==> config.mk <==
export PLATFORM = sky130hd
export DESIGN_NAME = dffram_arbiter
export DESIGN_NICKNAME = d
export VERILOG_FILES = /design/src/rtl/dffram_pkg.sv /design/src/rtl/dffram_arbiter_rr_arbiter2.sv /design/src/rtl/dffram_arbiter.sv
export SDC_FILE = /design/constraint.sdc
export NUM_CORES = 1
export LEC_CHECK = 0
export ABC_CLOCK_PERIOD_IN_PS = 1400
export BUFFER_PORTS_ARGS = -buffer_cell sky130_fd_sc_hd__buf_2
export CAP_MARGIN = 20
export CORE_MARGIN = 1.5
export CORE_UTILIZATION = 30
export DETAILED_ROUTE_END_ITERATION = 8
export PLACE_DENSITY = 0.54
export SLEW_MARGIN = 20
export SYNTH_ARGS = -nofsm -noshare
export SYNTH_HDL_FRONTEND = slang
export SYNTH_SLANG_ARGS = --single-unit
==> constraint.sdc <==
create_clock -name CLK -period 1.4 [get_ports CLK]
set_input_delay 0.07 -clock CLK [delete_from_list [all_inputs] [get_ports CLK]]
set_output_delay 0.07 -clock CLK [all_outputs]
set_load 0.02 [all_outputs]
==> src/rtl/dffram_pkg.sv <==
// Shared types for the DFFRAM front-end: requester IDs, read-pipeline tag
// and the address-width helper.
package dffram_pkg;

    typedef enum logic {
        REQ_A = 1'b0,
        REQ_B = 1'b1
    } req_id_e;

    typedef struct packed {
        logic    valid;
        req_id_e owner;
    } rd_stage_t;

    // Sixteen words per bank.
    function automatic int awidth_f(input int banks);
        return $clog2(banks) + 4;
    endfunction

endpackage

==> src/rtl/dffram_arbiter_rr_arbiter2.sv <==
// Two-input round-robin grant. On a tie the requester that did not win last
// time is granted; last_grant powers up as B so A wins the first tie.
module rr_arbiter2
    import dffram_pkg::*;
(
    input  logic       CLK,
    input  logic       RST_N,
    input  logic [1:0] req_valid,
    output logic [1:0] gnt
);

    req_id_e last_grant;

    // NOTE: gnt gets a default before any branch, so no path leaves it unassigned and no latch is inferred.
    always_comb begin
        gnt = 2'b00;
        if (req_valid[0] && req_valid[1]) begin
            gnt = (last_grant == REQ_A) ? 2'b10 : 2'b01;
        end else begin
            gnt = req_valid;
        end
    end

    // NOTE: state uses non-blocking assignments so every register samples pre-edge values.
    always_ff @(posedge CLK or negedge RST_N) begin
        if (!RST_N) begin
            last_grant <= REQ_B;
        end else if (gnt[0]) begin
            last_grant <= REQ_A;
        end else if (gnt[1]) begin
            last_grant <= REQ_B;
        end
    end

endmodule

==> src/rtl/dffram_arbiter.sv <==
// Shares one single-port DFFRAM between two masters: round-robin grant,
// port muxing, and a registered read-response path.
module dffram_arbiter
    import dffram_pkg::*;
#(
    parameter int WSIZE  = 4,
    parameter int BANKS  = 2,
    parameter int AWIDTH = awidth_f(BANKS)
) (
    input  logic                 CLK,
    input  logic                 RST_N,

    input  logic                 A_REQ_VALID,
    output logic                 A_REQ_READY,
    input  logic [WSIZE-1:0]     A_REQ_WE,
    input  logic [AWIDTH-1:0]    A_REQ_ADDR,
    input  logic [WSIZE*8-1:0]   A_REQ_DI,
    output logic                 A_RSP_VALID,
    output logic [WSIZE*8-1:0]   A_RSP_DO,

    input  logic                 B_REQ_VALID,
    output logic                 B_REQ_READY,
    input  logic [WSIZE-1:0]     B_REQ_WE,
    input  logic [AWIDTH-1:0]    B_REQ_ADDR,
    input  logic [WSIZE*8-1:0]   B_REQ_DI,
    output logic                 B_RSP_VALID,
    output logic [WSIZE*8-1:0]   B_RSP_DO,

    output logic [WSIZE-1:0]     WE0,
    output logic                 EN0,
    output logic [AWIDTH-1:0]    A0,
    output logic [WSIZE*8-1:0]   Di0,
    input  logic [WSIZE*8-1:0]   Do0
);

    localparam int DWIDTH = WSIZE * 8;

    logic [1:0]        gnt;
    logic              rd_fire;
    logic [AWIDTH-1:0] a0_hold;
    logic [DWIDTH-1:0] di0_hold;
    rd_stage_t         s1;
    rd_stage_t         s2;
    logic [DWIDTH-1:0] s2_data;

    rr_arbiter2 u_arb (
        .CLK       (CLK),
        .RST_N     (RST_N),
        .req_valid ({B_REQ_VALID, A_REQ_VALID}),
        .gnt       (gnt)
    );

    assign A_REQ_READY = gnt[0];
    assign B_REQ_READY = gnt[1];
    assign EN0         = |gnt;

    // Address and write data park on the last granted value while idle.
    always_comb begin
        WE0 = '0;
        A0  = a0_hold;
        Di0 = di0_hold;
        if (gnt[0]) begin
            WE0 = A_REQ_WE;
            A0  = A_REQ_ADDR;
            Di0 = A_REQ_DI;
        end else if (gnt[1]) begin
            WE0 = B_REQ_WE;
            A0  = B_REQ_ADDR;
            Di0 = B_REQ_DI;
        end
    end

    assign rd_fire = EN0 && (WE0 == '0);

    always_ff @(posedge CLK or negedge RST_N) begin
        if (!RST_N) begin
            a0_hold  <= '0;
            di0_hold <= '0;
        end else if (EN0) begin
            a0_hold  <= A0;
            di0_hold <= Di0;
        end
    end

    // s1 tags the read at the accepting edge; s2 captures Do0 while it is valid.
    always_ff @(posedge CLK or negedge RST_N) begin
        if (!RST_N) begin
            s1      <= '0;
            s2      <= '0;
            s2_data <= '0;
        end else begin
            s1 <= '{valid: rd_fire, owner: (gnt[1] ? REQ_B : REQ_A)};
            s2 <= s1;
            if (s1.valid) begin
                s2_data <= Do0;
            end
        end
    end

    // Only the owner's data register loads; the other keeps its last response.
    always_ff @(posedge CLK or negedge RST_N) begin
        if (!RST_N) begin
            A_RSP_VALID <= 1'b0;
            B_RSP_VALID <= 1'b0;
            A_RSP_DO    <= '0;
            B_RSP_DO    <= '0;
        end else begin
            A_RSP_VALID <= s2.valid && (s2.owner == REQ_A);
            B_RSP_VALID <= s2.valid && (s2.owner == REQ_B);
            if (s2.valid && (s2.owner == REQ_A)) begin
                A_RSP_DO <= s2_data;
            end
            if (s2.valid && (s2.owner == REQ_B)) begin
                B_RSP_DO <= s2_data;
            end
        end
    end

endmodule

==> summary.txt <==
Synth
  – Post-synthesis register bit count: 140
  – Cells after synthesis: just over 500
  – Yosys warns: 0
  – Post-Syn Area per Cell: 11.8 sq um
  – Post-synthesis sequential area ratio: 58.3%
  – Syn_nets: approximately 630
  – Synth unique cells: 23
  – Synth Cell Area: 6010 sq um

Cells and area
  – Layout cells sized above 1: a little over half
  – Area delta synth->final: 67.8%
  – Ant. Diodes: 0
  – Most frequent cells in the layout: 183 x buf_2, 139 x dfrtp_1, 107 x dlygate4sd3_1
  – Commonest non-fill, non-tap cell in the layout: buf_2
  – Fill cell count: about 1600
  – Layout Utilization: around half
  – Area occupied by multi-input gates: about 2700 sq um
  – Layout Cells excl Fill: 1141
  – Nets: a little under 1000
  – Register area: between 3000 and 4000 sq um

Clock network
  – CTS Sinks: 140
  – TritonCTS Buffers: 17
  – CTS H-tree lvls: 4
  – Root Driver: clkbuf_16
  – Max Buffers Root-to-Sink: 2
  – Clk_lat worst skew: roughly 0.42 ns
  – TritonCTS clock tree: done
  – Clock Pin Slew Worst Setup and Hold Paths: 0.06 ns

Placement
  – Placed cells: 987
  – Gp weighted congestion: 0.831
  – Dpl hpwl: about 11000 microns
  – Port buffer count: ~230

Pwr
  – Leak: ~4.6 nW
  – Power Dens Cells: ~1600 nW/um^2
  – Worst IR drop on VDD: roughly 0.00058 V

Timing
  – Relative slew slack: around 72%
  – Clock Skews: around 0.010 ns
  – Setup repair after global routing missed its margin: true
  – Hold Violations, Final: 0
  – Period utilisation layout: 136%
  – Max-slew violations: 0
  – Tightest Pin Transition: 0.419 ns
  – Final setup viols: 46
  – Tmin final: about 1.9 ns
  – Max Freq: between 500 and 600 MHz
  – Worst setup margin: -0.507 ns

Floorplanning
  – Initial Util: a little under a third
  – Die Wd: 145 microns
  – Core region area: between 15000 and 20000 sq um
  – Row count: 51
  – Die Ht: about 140 microns
  – I/O pin cnt: about 230
  – Die area: ~21000 sq um

Global route
  – Total global routing overflow: 0
  – First-pass GRT wire length: 27700 microns
  – Global router's overall resource usage: roughly 17%
  – Initial antenna violation count: 0
  – Largest net degree at the start of global routing: 50
  – Vias in the first global route: between 5000 and 6000

Setup path
  – Bufs and invs on worst path: 3
  – Slowest cell on the critical path: dfstp_2
  – Crit path max-delay family: flip-flops
  – Critical path's largest stage delay: ~0.53 ns
  – Critical Path Most Common Cell: buf_12
  – Crit path max fanout: 8
  – CP Launch Type: flip-flop
  – Critical path data arrival time: 1.84 ns
  – Worst Path Class, Setup: flip-flop to primary output
  – CP cell instances: nand2b_4 -> and2_4 -> buf_12 -> buf_12 -> a21oi_2 -> o21ai_1 -> buf_4
  – CP required: roughly 1.3 ns
  – Crit end category: primary output

Route
  – Detail Route Antenna Nets: 0
  – Final wirelength: roughly 18000 microns
  – Vias: 5508
  – DRT Pass-1 Iters: 5
  – Wire per inst: between 15 and 20 microns
  – Post-DR vias/cell: 4.83
  – DR iter-0 viols: 248
  – DRC: 0

Run
  – Max_cap viols: 0

Worst hold path
  – Hold Crit Class: input pin to flip-flop

Run status
  – Outcome: finished with violations
  – Failing checks: negative setup slack
## metal layers
layer	global-route usage [%]	part of all wire, %
met5	0	0
met2	30.3	50
met1	19.2	40
met4	8.19	3.2
met3	4.80	7.3
## worst min-delay path, cell delays in order
cell and delay [ns]:
buf_2 0.10, nand2_1 0.14, o21ai_1 0.09
## cell usage after synthesis (all sizes together)
cell type | number | share of area [%]
o21ai | 75 | 6.2
dfstp | 1 | 0.44
a221o | 1 | 0.17
mux2 | 96 | 18
a21oi | 74 | 6.5
a32o | 1 | 0.17
and2 | 1 | 0.10
clkbuf | 15 | 0.94
inv | 3 | 0.19
dfrtp | 139 | 58
buf | 21 | 1.9
a21boi | 1 | 0.19
nand2 | 38 | 2.4
nand2b | 39 | 4.2
or2 | 1 | 0.10
nor4b | 1 | 0.25
a22o | 3 | 0.44
## sequential cells by signal (all words and copies together) (netlist names), 2 cells and up
| signal | count |
|---|---|
| s2_data | 32 |
| s2 | 2 |
| A_RSP_DO | 32 |
| a0_hold | 5 |
| s1 | 2 |
| B_RSP_DO | 32 |
| di0_hold | 32 |
## power breakdown
group          leakage [nW]  internal (mW)  switching [mW]
clock                 0.288           2.71            1.79
sequential             1.68           5.47           0.703
combinational          2.64           2.70            3.14
total                  4.61           10.9            5.63
## cell families after synthesis
group	count (synthesis)	share of synthesized area, %
AND/OR/NAND/NOR	80	7.01
AO/OA/AOI/OAI	155	13.7
buffers and inverters	39	3.06
flip-flops	140	58.3
multiplexers	96	18.0
## per-stage QoR
step / power [mW] / hold WS [ns] / area [sq um] / setup WS (ns) / TNS [ns]
6_report: 16.5 / 0.0375 / 10100 / -0.507 / -19.55
3_3_place_gp: 11.2 / 0.0103 / 7750 / -0.231 / -1.90
3_5_place_dp: 11.4 / 0.0151 / 7750 / -0.217 / -2.63
5_1_grt: 17.5 / 0.0226 / 10100 / -0.574 / -22.63
4_1_cts: 16.6 / 0.0168 / 9940 / -0.494 / -19.70
2_1_floorplan: 9.40 / -0.226 / 6200 / -0.110 / -0.605
## timing repair
item / in CTS / in global routing
buffers inserted: 9 / 4
resized for setup: 99 / 38
pin swaps: 9 / 10
hold endpoints to repair: 210 / 0
endpoints found under the setup margin: 43 / 63
gates cloned: 4 / 0
hold buffers: 107 / 0
## path summary, 6_finish.rpt
path                                       start           end  slack (ns)  depth (start not counted)
worst min-delay path                B_REQ_DI[22]  di0_hold[22]        0.04                          3
worst min register to register             s1[0]         s2[0]        0.36                          0
min in group asynchronous                  RST_N    s2_data[5]        0.13                          2
worst max-delay path            u_arb.last_grant        Di0[8]       -0.51                          7
worst max register to register  u_arb.last_grant         s1[1]       -0.29                          7
max in group asynchronous                  RST_N  B_RSP_DO[21]        0.67                          3
## area by class of cell
class / instances / area share [%]
timing repair buffer: 370 / 29.2
clock buffer: 19 / 4.39
tap: 265 / 3.29
multi-input combinational: 331 / 26.7
sequential: 140 / 34.7
inverter: 3 / 0.112
clock inverter: 13 / 1.54
Note: power is estimated with default switching activity, not from simulation.
